<file path="src/rtl/counter.sv">
// Up/down modulo-2^WIDTH counter with a registered wrap flag.
// Define COUNTER_STICKY_OVFLW_EN to hold ovflw high after the first wrap until reset.
module counter #(
    parameter int WIDTH = 5
) (
    input  logic             clk,
    input  logic             rst,
    input  logic             act,
    input  logic             up_dwn_n,
    output logic [WIDTH-1:0] count,
    output logic             ovflw
);

    localparam logic [WIDTH-1:0] ONE = WIDTH'(1);

    logic [WIDTH-1:0] count_q, count_d;
    logic             ovflw_q, ovflw_d;
    logic             wrap;

    always_comb begin
        count_d = count_q;
        wrap    = 1'b0;
        if (act) begin
            if (up_dwn_n) begin
                count_d = count_q + ONE;
                wrap    = &count_q;
            end else begin
                count_d = count_q - ONE;
                wrap    = ~|count_q;
            end
        end
`ifdef COUNTER_STICKY_OVFLW_EN
        ovflw_d = ovflw_q | wrap;
`else
        ovflw_d = wrap;
`endif
    end

    // NOTE: non-blocking assignments keep every flop sampling pre-edge values.
    always_ff @(posedge clk) begin
        if (rst) begin
            count_q <= '0;
            ovflw_q <= 1'b0;
        end else begin
            count_q <= count_d;
            ovflw_q <= ovflw_d;
        end
    end

    assign count = count_q;
    assign ovflw = ovflw_q;

endmodule

</file>
<file path="config.mk">
export PLATFORM = sky130hd
export DESIGN_NAME = counter
export DESIGN_NICKNAME = d
export VERILOG_FILES = /design/src/rtl/counter.sv
export SDC_FILE = /design/constraint.sdc
export NUM_CORES = 1
export LEC_CHECK = 0
export ABC_AREA = 1
export CORE_AREA = 5 5 42 44
export CTS_CLUSTER_SIZE = 28
export DETAILED_ROUTE_END_ITERATION = 8
export DIE_AREA = 0 0 47 49
export HOLD_SLACK_MARGIN = 0.15
export PLACE_DENSITY = 0.64
export REMOVE_ABC_BUFFERS = 1
export SETUP_SLACK_MARGIN = 0.3
export SLEW_MARGIN = 20
export SYNTH_ARGS = -nofsm -noshare
export SYNTH_HDL_FRONTEND = slang
export SYNTH_SLANG_ARGS = --single-unit
</file>
<file path="constraint.sdc">
create_clock -name clk -period 1.4 [get_ports clk]
set_input_delay 0.21 -clock clk [delete_from_list [all_inputs] [get_ports clk]]
set_output_delay 0.21 -clock clk [all_outputs]
set_load 0.05 [all_outputs]
</file>
==> results_dict.tcl <==
set metrics [dict create \
    setup_viol 0 \
    n_fill_cell 140 \
    grt_pass1_vias 373 \
    finalInstanceArea_sq_um 696 \
    die-area_sq_mm 0.00230 \
    dp_hpwl_um 690 \
    synthTopCellsByArea "dfxtp_1 31%, nand2_1 13%, inv_1 11%" \
    antenna_found_initial 0 \
    synth_area_sq_um 393 \
    area_growth_pct 77.1 \
    drc 0 \
    power.density_mw_per_mm2 991 \
    ys_warn_count 0 \
    r2r_slack_ns 0.23 \
    hold_buffers 0 \
    skew_ns 0.00422 \
    synth_top_area_share 0.306 \
    rows 14 \
    vias 429 \
    critical_path_class "flop to primary output" \
    crit_slowest_cell "dfxtp_4" \
    die_height_um 49 \
    fin_crit_sh 0.869 \
    drv_cap 0 \
    ios 10 \
    cts-root-buf "clkbuf_4" \
    crit_chain "buf_4 -> buf_4 -> buf_12" \
    path_common_cell "buf_4" \
    hold_ws_ns 0.522 \
    rsz0062_at_grt "yes" \
    place_area_sq_um 616 \
    critPathCaptureType "primary output" \
    seq_area_frac_synth 0.306 \
    post_synth_num_cell_types 15 \
    overflow 0 \
    cts.path.max_buffers 2 \
    numClockSinks 6 \
    ir_drop_mv 0.503 \
    worst-path-max-fanout 3 \
    avgSynthCellArea_sq_um 6.77 \
    vias_per_cell 4.56 \
    crit_required_ns 1.19 \
    fmax_mhz 822 \
    leakage_nw 0.333 \
    ys_seq_elements 6 \
    clk_latency_ns 0.25 \
    holdPathEnd "ovflw$_SDFF_PP0_" \
    routed_wl_um 974 \
    yosysTopAreaCell "dfxtp_1" \
    min_path_cells 5 \
    fin_crit_ns 1.22 \
    grt_first_pass_wirelength_um 1590 \
    pre_cts_slack_ns -0.357 \
    status "complete, no violations" \
    place_congestion 0.854 \
    worstPathArrival_ns 1.01 \
    reg2reg_to "count[1]$_SDFFE_PP0P_" \
    drive_gt1_frac 0.346 \
    path_clk_slew_ns 0.05 \
    hold_viol 0 \
    grt_usage 0.0973 \
    htreeDepth 1 \
    grt_start_max_net_pins 8 \
    antenna_cells 0 \
    first_pass_iters 4 \
    startpoint "count[1]$_SDFFE_PP0P_" \
    worst_slack_ns 0.184 \
    nNetsFinal 88 \
    worstMarginPinSlew_ns 0.277 \
    synthesis.instances 58 \
    initial_utilization 0.280 \
    setup_tns_ns 0 \
    cts_tree "built" \
    die_w_um 47 \
    relSlewSlack 0.815 \
    antenna_left 0 \
    crit_path_start_kind "flop" \
    core_area_sq_mm 0.00140 \
    r2r_cells 3 \
    slew_viol_final 0 \
    worstReg2RegStart "count[1]$_SDFFE_PP0P_" \
    drt_iter0_drc 11 \
    slowest_delay_ns 0.35 \
    hold_path_class "input pin to flop" \
    min-delay-start "up_dwn_n" \
    numCtsBuffers 3 \
    port_buffers 9 \
    wl_per_cell_um 10.4 \
]
[per-layer routing]
layer	vias up	routed length, um	GRT usage
met3	4	53	0.0480
met4	0	30	0.0553
met5	-	0	0
met2	9	478	0.149
li1	223	-	-
met1	193	412	0.104
[flip-flops by register name (all words and copies together) (netlist names)]
register,count
count,5
ovflw,1
[cells by family after synthesis]
group,Yosys count,share of synthesized area
AO/OA/AOI/OAI,6,0.0828
adder cells (fa/ha/maj),4,0.147
AND/OR/NAND/NOR,29,0.315
flip-flops,6,0.306
XOR/XNOR,2,0.0446
buffers and inverters,11,0.105
[timing repair]
item                                    4_1_cts  5_1_grt
gates resized for setup                      12        4
setup buffers                                 0        1
endpoints found under the setup margin        6        7
pin swaps                                     4        5
[critical path, delay by kind of cell, from the launching register on]
| kind | cells | cell delay [ns] |
|---|---|---|
| flops | 1 | 0.35 |
| buf+inv | 3 | 0.40 |
[report_power, final]
part           total, mW  switching [mW]  internal, mW
Sequential         0.210          0.0189         0.191
Combinational      0.317           0.161         0.156
Clock              0.163          0.0658        0.0972
[placed cells by master (no fill, tap or decap)]
master	instances
buf_12	6
dfxtp_2	3
fa_2	1
clkdlybuf4s15_1	1
xnor2_1	1
dfxtp_1	2
ha_4	2
a21oi_2	1
clkdlybuf4s50_1	2
clkbuf_4	3
buf_6	1
ha_1	1
a21oi_1	3
dfxtp_4	1
nor2_1	6
nand3_1	5
nor3_1	1
inv_1	10
o21ai_1	1
xor2_1	1
inv_4	1
a211oi_2	1
nand2_1	14
or2_1	2
nand4_1	1
buf_4	7
[metrics by stage]
stage / total power, mW / cells / util
3_5_place_dp: 0.498 / 90 / 0.439
5_1_grt: 0.733 / 94 / 0.496
2_1_floorplan: 0.362 / 58 / -
3_3_place_gp: 0.494 / 90 / 0.439
6_report: 0.689 / 94 / 0.496
4_1_cts: 0.682 / 93 / 0.482
[synth_stat cells]
library cell and number:
dfxtp_1 6, ha_1 3, a211oi_1 1, nor2_1 6, xor2_1 1, xnor2_1 1, nor3_1 1, or2_1 2
inv_1 11, a21oi_1 4, fa_1 1, nand4_1 1, nand2_1 14, nand3_1 5, o21ai_0 1
[how the worst max path moves through the flow]
stage | slack (ns) | end
finish | 0.18 | count[1]
CTS | 0.23 | count[4]$_SDFFE_PP0P_
floorplan | -0.14 | count[4]$_SDFFE_PP0P_
global route | 0.16 | count[1]
detailed placement | -0.36 | count[4]$_SDFFE_PP0P_
global placement | -0.35 | count[4]$_SDFFE_PP0P_
[layout make-up]
class,instances,area [sq um],share of cell area
sequential,6,128,0.183
timing repair buffer,17,214,0.308
tap,16,20.0,0.0288
clock buffer,3,22.5,0.0324
inverter,11,43.8,0.0629
multi-input combinational,41,268,0.385
Note: power is estimated with default switching activity, not from simulation.
